File: src/rtl/booth_wallace_mult_pipe.sv
// rtl/booth_wallace_mult_pipe.sv - 3-stage radix-4 Booth / Wallace-tree multiplier with valid/ready.
// Optional accumulator enabled by defining MULT_ACC_EN.
module booth_wallace_mult_pipe #(
    parameter int WIDTH = 16
) (
    input  logic               clk,
    input  logic               rst,
    input  logic               in_valid,
    output logic               in_ready,
    input  logic [WIDTH-1:0]   in_a,
    input  logic [WIDTH-1:0]   in_b,
    input  logic               in_signed,
`ifdef MULT_ACC_EN
    input  logic               acc_clr,
    input  logic               acc_en,
`endif
    output logic               out_valid,
    input  logic               out_ready,
    output logic [2*WIDTH-1:0] out_p
);

    localparam int PW = 2 * WIDTH;
    localparam int RW = WIDTH + 3;
    localparam int ND = WIDTH / 2 + 1;
    localparam int NV = ND + 2;

    function automatic int calc_levels(input int n);
        int c;
        int l;
        c = n;
        l = 0;
        while (c > 2) begin
            c = 2 * (c / 3) + c % 3;
            l++;
        end
        return l;
    endfunction

    // Undoes the +2^(RW-1) bias introduced by inverting each row's sign bit.
    function automatic logic [PW-1:0] calc_k();
        logic [PW-1:0] k;
        k = '0;
        for (int i = 0; i < ND; i++) begin
            k = k - (PW'(1) << (RW - 1 + 2 * i));
        end
        return k;
    endfunction

    localparam int          LEVELS = calc_levels(NV);
    localparam logic [PW-1:0] K_CORR = calc_k();

    logic          w_advance;
    logic [RW-1:0] w_a_x;
    logic [WIDTH+2:0] w_b_x;
    logic [RW-1:0] w_row [ND];
    logic [PW-1:0] w_negv;
    logic [PW-1:0] w_sum;
    logic [PW-1:0] w_carry;
    logic [PW-1:0] w_res;

    logic          r_v1, r_v2, r_v3;
    logic [RW-1:0] r_pp [ND];
    logic [PW-1:0] r_negv;
    logic [PW-1:0] r_sum;
    logic [PW-1:0] r_carry;
    logic [PW-1:0] r_p;

    assign w_advance = ~r_v3 | out_ready;
    assign in_ready  = w_advance;
    assign out_valid = r_v3;
    assign out_p     = r_p;

    always_comb begin : ppgen
        logic [2:0]    b3;
        logic          neg;
        logic          one;
        logic          two;
        logic [RW-1:0] mag;
        logic [RW-1:0] row;
        w_a_x  = in_signed ? {{3{in_a[WIDTH-1]}}, in_a} : {3'b000, in_a};
        w_b_x  = {(in_signed ? {2{in_b[WIDTH-1]}} : 2'b00), in_b, 1'b0};
        w_negv = '0;
        for (int i = 0; i < ND; i++) begin
            b3  = w_b_x[2*i +: 3];
            neg = b3[2] & ~(b3[1] & b3[0]);
            one = b3[1] ^ b3[0];
            two = (b3 == 3'b100) || (b3 == 3'b011);
            mag = one ? w_a_x : (two ? {w_a_x[RW-2:0], 1'b0} : '0);
            row = neg ? ~mag : mag;
            w_row[i]      = {~row[RW-1], row[RW-2:0]};
            w_negv[2*i]   = neg;
        end
    end

    always_comb begin : reduce
        logic [PW-1:0] v [NV];
        logic [PW-1:0] n [NV];
        for (int k = 0; k < NV; k++) begin
            v[k] = '0;
            n[k] = '0;
        end
        for (int i = 0; i < ND; i++) begin
            v[i] = PW'(r_pp[i]) << (2 * i);
        end
        v[ND]     = r_negv;
        v[ND + 1] = K_CORR;
        // Fixed-shape carry-save levels: slots past the live count stay zero.
        for (int l = 0; l < LEVELS; l++) begin
            for (int k = 0; k < NV; k++) begin
                n[k] = '0;
            end
            for (int g = 0; g < NV / 3; g++) begin
                n[2*g]     = v[3*g] ^ v[3*g+1] ^ v[3*g+2];
                n[2*g + 1] = ((v[3*g] & v[3*g+1]) | (v[3*g] & v[3*g+2]) |
                              (v[3*g+1] & v[3*g+2])) << 1;
            end
            for (int r = 0; r < NV % 3; r++) begin
                n[2*(NV/3) + r] = v[3*(NV/3) + r];
            end
            for (int k = 0; k < NV; k++) begin
                v[k] = n[k];
            end
        end
        w_sum   = v[0];
        w_carry = v[1];
    end

`ifdef MULT_ACC_EN
    logic          r_acc_en1, r_acc_en2, r_acc_clr1, r_acc_clr2;
    logic [PW-1:0] r_acc;
    logic [PW-1:0] w_base;

    assign w_base = r_acc_clr2 ? '0 : r_acc;
    assign w_res  = r_acc_en2 ? (w_base + r_sum + r_carry) : (r_sum + r_carry);

    // The accumulator advances when a result enters S3; results are never dropped after that.
    always_ff @(posedge clk or posedge rst) begin
        if (rst) begin
            r_acc_en1  <= 1'b0;
            r_acc_en2  <= 1'b0;
            r_acc_clr1 <= 1'b0;
            r_acc_clr2 <= 1'b0;
            r_acc      <= '0;
        end else if (w_advance) begin
            r_acc_en1  <= acc_en;
            r_acc_clr1 <= acc_clr;
            r_acc_en2  <= r_acc_en1;
            r_acc_clr2 <= r_acc_clr1;
            if (r_v2 && r_acc_en2) begin
                r_acc <= w_res;
            end else if (r_v2 && r_acc_clr2) begin
                r_acc <= '0;
            end
        end
    end
`else
    assign w_res = r_sum + r_carry;
`endif

    always_ff @(posedge clk or posedge rst) begin
        if (rst) begin
            r_v1    <= 1'b0;
            r_v2    <= 1'b0;
            r_v3    <= 1'b0;
            r_negv  <= '0;
            r_sum   <= '0;
            r_carry <= '0;
            r_p     <= '0;
            for (int i = 0; i < ND; i++) begin
                r_pp[i] <= '0;
            end
        end else if (w_advance) begin
            r_v1    <= in_valid;
            r_v2    <= r_v1;
            r_v3    <= r_v2;
            r_negv  <= w_negv;
            r_sum   <= w_sum;
            r_carry <= w_carry;
            r_p     <= w_res;
            for (int i = 0; i < ND; i++) begin
                r_pp[i] <= w_row[i];
            end
        end
    end

endmodule

File: config.mk
export PLATFORM = sky130hd
export DESIGN_NAME = booth_wallace_mult_pipe
export DESIGN_NICKNAME = d
export VERILOG_FILES = /design/src/rtl/booth_wallace_mult_pipe.sv
export SDC_FILE = /design/constraint.sdc
export NUM_CORES = 1
export LEC_CHECK = 0
export ABC_AREA = 1
export BUFFER_PORTS_ARGS = -buffer_cell sky130_fd_sc_hd__buf_4
export CORE_MARGIN = 5
export CORE_UTILIZATION = 60
export DETAILED_ROUTE_END_ITERATION = 8
export PLACE_DENSITY = 0.78
export REMOVE_ABC_BUFFERS = 1
export SLEW_MARGIN = 20
export SYNTH_ARGS = -nofsm -noshare
export SYNTH_HDL_FRONTEND = slang
export SYNTH_SLANG_ARGS = --single-unit
File: constraint.sdc
create_clock -name clk -period 13.74 [get_ports clk]
set_input_delay 2.748 -clock clk [delete_from_list [all_inputs] [get_ports clk]]
set_output_delay 2.748 -clock clk [all_outputs]
set_load 0.005 [all_outputs]
==> results.yml <==
status:
  status: "complete, no violations"
floorplanning:
  io_pins: 71
  core_um2: 30800
  die_h_um: 187
  initial_core_util_pct: 61.1
  dieArea_um2: 35000
  num_rows: 64
  die_w_um: 187
pwr:
  p_clk_share_pct: 14.4
  pwr_density_cell_nw_per_um2: 280
  p_int_mw: 3.08
  ir_worst_vdd_uv: 138
  power.share.combinational_pct: 63.1
  switching_share_pct: 46.0
  net-switching-power_mw: 2.63
  leakagePower_nw: 10.4
  seqPwrFrac_pct: 22.5
sta:
  worst_slack_ns: 7.03
  timing.final.hold_violations: 0
  post-route-period-util_pct: 48.9
  fin_skew_ns: 0.0157
  fmax_ghz: 0.149
  period_needed_ns: 6.71
  tns_ns: 0
  maxSlewViolCount: 0
  fin_hold_ws_ns: 0.456
  setup_viol: 0
  relSlewSlack_pct: 28.4
  rsz0062_at_grt: "no"
  worst_pin_slew_ns: 1.07
route:
  viasPerCell: 5.93
  first_iter_violations: 1590
  drt_drc_violations_left: 0
  vias: 16000
  firstDrtPassIters: 6
  postRouteAntennaNets: 0
  routed_wl_um: 52600
  wl_per_cell_um: 19.5
global_routing:
  met1_usage_pct: 41.1
  gr-total-overflow: 0
  grt_max_degree: 182
  track_usage_pct: 29.8
  use_met2_pct: 46.8
  antenna_found_initial: 0
  grt.busiest_layer: "met2"
  grt_pass1_vias: 15900
  use_met3_pct: 6.92
  grt_pass1_wl_um: 84900
placement:
  gp_congestion: 0.929
  dp_slack_ns: 7.06
  numPortBuffers: 70
  hpwl_um: 35500
  postPlaceCellArea_um2: 19400
clock_tree:
  clockBufferDepth: 3
  clkTransAtPathRegs_ns: 0.05
  hold_buffers: 0
  clkLatencyLatePin_ns: 0.57
  cts.sinks: 271
  root_buffer: "clkbuf_16"
  cts_tree: "yes"
  postCtsSetupRepairBufs: 0
  cts_resized: 0
  cts_buffers: 31
  htree_levels: 1
logic_synthesis:
  post_synth.cell_area_avg_um2: 8.23
  yosysUniqueCellTypes: 39
  synthCells: 2287
  ys_seq_area_share_pct: 36.0
  ys_seq_elements: 271
  yosys_warnings: 0
  syn_area_um2: 18800
critical_path:
  r2r_cells: 11
  cp_cell_sequence: "buf_4 -> nor2_4 -> inv_6 -> buf_4"
  cp_common_cell: "buf_4"
  crit_fanout: 103
  worstSetupPathType: "primary input to output port"
  startpoint_type: "primary input"
  r2r_start: "r_pp[66]"
  max_stage_delay_ns: 0.36
  worst-path-stages: 4
  crit_path_top_delay_cell: "inv_6"
  startpoint: "out_ready"
  worstPathRequired_ns: 10.99
  cp-end-kind: "output port"
  cp.buffers_inverters: 3
  timing.critical_path.arrival_ns: 3.97
  cp_top_family: "buffers and inverters"
flow_run:
  cap_violations: 0
final_layout:
  layout-area-overhead-vs-synth_pct: 8.37
  n_antenna_cell: 0
  fill_cells: 2562
  layout.nets: 2535
  postLayoutCellArea_um2: 20400
  final_layout_size_suffix_gt1_share_pct: 6.87
worst_hold_path:
  holdPathStages: 2
  hp-class: "flop to flop"
  min-delay-start: "r_v2"
==> state kept, by name, indices dropped and copies added (netlist names) <==
name	count
r_v2	1
r_v1	1
out_p	32
r_sum	32
r_carry	28
out_valid	1
r_pp	167
r_negv	9
==> power by group through the flow <==
stage	Sequential [mW]	Combinational (mW)	Clock, mW
2_1_floorplan	1.26	2.52	0
3_3_place_gp	1.28	3.40	0
3_5_place_dp	1.29	3.54	0
4_1_cts	1.28	3.60	0.827
5_1_grt	1.31	4.19	0.865
6_report	1.28	3.61	0.822
==> layout by cell type (no fill, tap or decap), types with 11 or more instances in the layout <==
| cell | count |
|---|---|
| buf_4 | 79 |
| ha_1 | 101 |
| xnor2_1 | 12 |
| nand2_1 | 673 |
| xor2_1 | 13 |
| inv_2 | 14 |
| o21ai_0 | 203 |
| nor2_1 | 51 |
| mux2i_1 | 48 |
| o211ai_1 | 32 |
| clkbuf_16 | 31 |
| clkbuf_1 | 11 |
| inv_1 | 286 |
| o2111ai_1 | 56 |
| nor3_1 | 39 |
| fa_1 | 119 |
| nand3_1 | 61 |
| dfrtp_1 | 271 |
| a21oi_1 | 100 |
| o21ai_1 | 20 |
==> per-layer routing <==
| metal | vias up | share of wire [%] |
|---|---|---|
| li1 | 7354 | - |
| met1 | 7567 | 40 |
| met2 | 899 | 45 |
| met3 | 173 | 11 |
| met4 | 0 | 4.1 |
| met5 | - | 0 |
==> final timing paths <==
check,slack [ns],endpoint
worst max register to register,10.32,r_sum[19]
worst min register to register,0.46,out_valid
worst max-delay path,7.03,in_ready
max in group asynchronous,10.02,r_pp[61]
worst min-delay path,0.46,out_valid
min in group asynchronous,2.29,out_p[5]
==> cell families (layout without fill, tap and decap cells) <==
logic type               after synthesis  count (layout)  share of synthesized area (%)
XOR/XNOR                              25              25                           1.16
buffers and inverters                434             447                           9.19
AND/OR/NAND/NOR                      854             854                           18.2
AO/OA/AOI/OAI                        435             435                           13.5
adder cells (fa/ha/maj)              220             220                           19.4
multiplexers                          48              48                           2.55
flip-flops                           271             271                           36.0
==> synth_stat cells (all sizes together) <==
| library cell | n | area (um^2) |
|---|---|---|
| o211ai | 32 | 240 |
| nor3 | 39 | 195 |
| or2 | 2 | 12.5 |
| nand3 | 61 | 305 |
| mux2i | 48 | 480 |
| inv | 302 | 1130 |
| o21bai | 4 | 30.0 |
| xor2 | 13 | 114 |
| nor2 | 63 | 287 |
| buf | 67 | 353 |
| clkinv | 9 | 33.8 |
| clkbuf | 56 | 211 |
| o21a | 8 | 60.1 |
| a31oi | 3 | 18.8 |
| o2111ai | 56 | 490 |
| nand2 | 675 | 2540 |
| a21o | 2 | 15.0 |
| nand3b | 6 | 45.0 |
| a2111oi | 3 | 28.8 |
| ha | 101 | 1260 |
| a211oi | 1 | 7.51 |
| o21ai | 223 | 1120 |
| fa | 119 | 2380 |
| nand4 | 8 | 50.1 |
| xnor2 | 12 | 105 |
| a21oi | 103 | 534 |
| dfrtp | 271 | 6780 |
==> worst min-delay path: cells and delay by family, from the launching register on <==
| kind | cells | cell delay [ns] |
|---|---|---|
| DFF | 1 | 0.33 |
| buffers and inverters | 1 | 0.05 |
| and+or+nand+nor | 1 | 0.05 |
==> cell type report <==
type	count	area [um^2]	share of cell area [%]
clock buffers	49	913	4.48
clock inverters	6	86.3	0.423
inverters	311	1180	5.78
multi-input cells	1582	10300	50.6
flip-flops and latches	271	6780	33.2
well taps	396	495	2.43
repair buffers	81	633	3.10
==> through the flow <==
| stage | total power [mW] | utilization, % | instances |
|---|---|---|---|
| 6_report | 5.71 | 66.2 | 2696 |
| 5_1_grt | 6.37 | 66.2 | 2696 |
| 4_1_cts | 5.71 | 66.2 | 2696 |
| 3_5_place_dp | 4.83 | 63.0 | 2641 |
| 3_3_place_gp | 4.68 | 63.0 | 2641 |
| 2_1_floorplan | 3.78 | - | 2164 |
(Power assumes the default switching activity.)
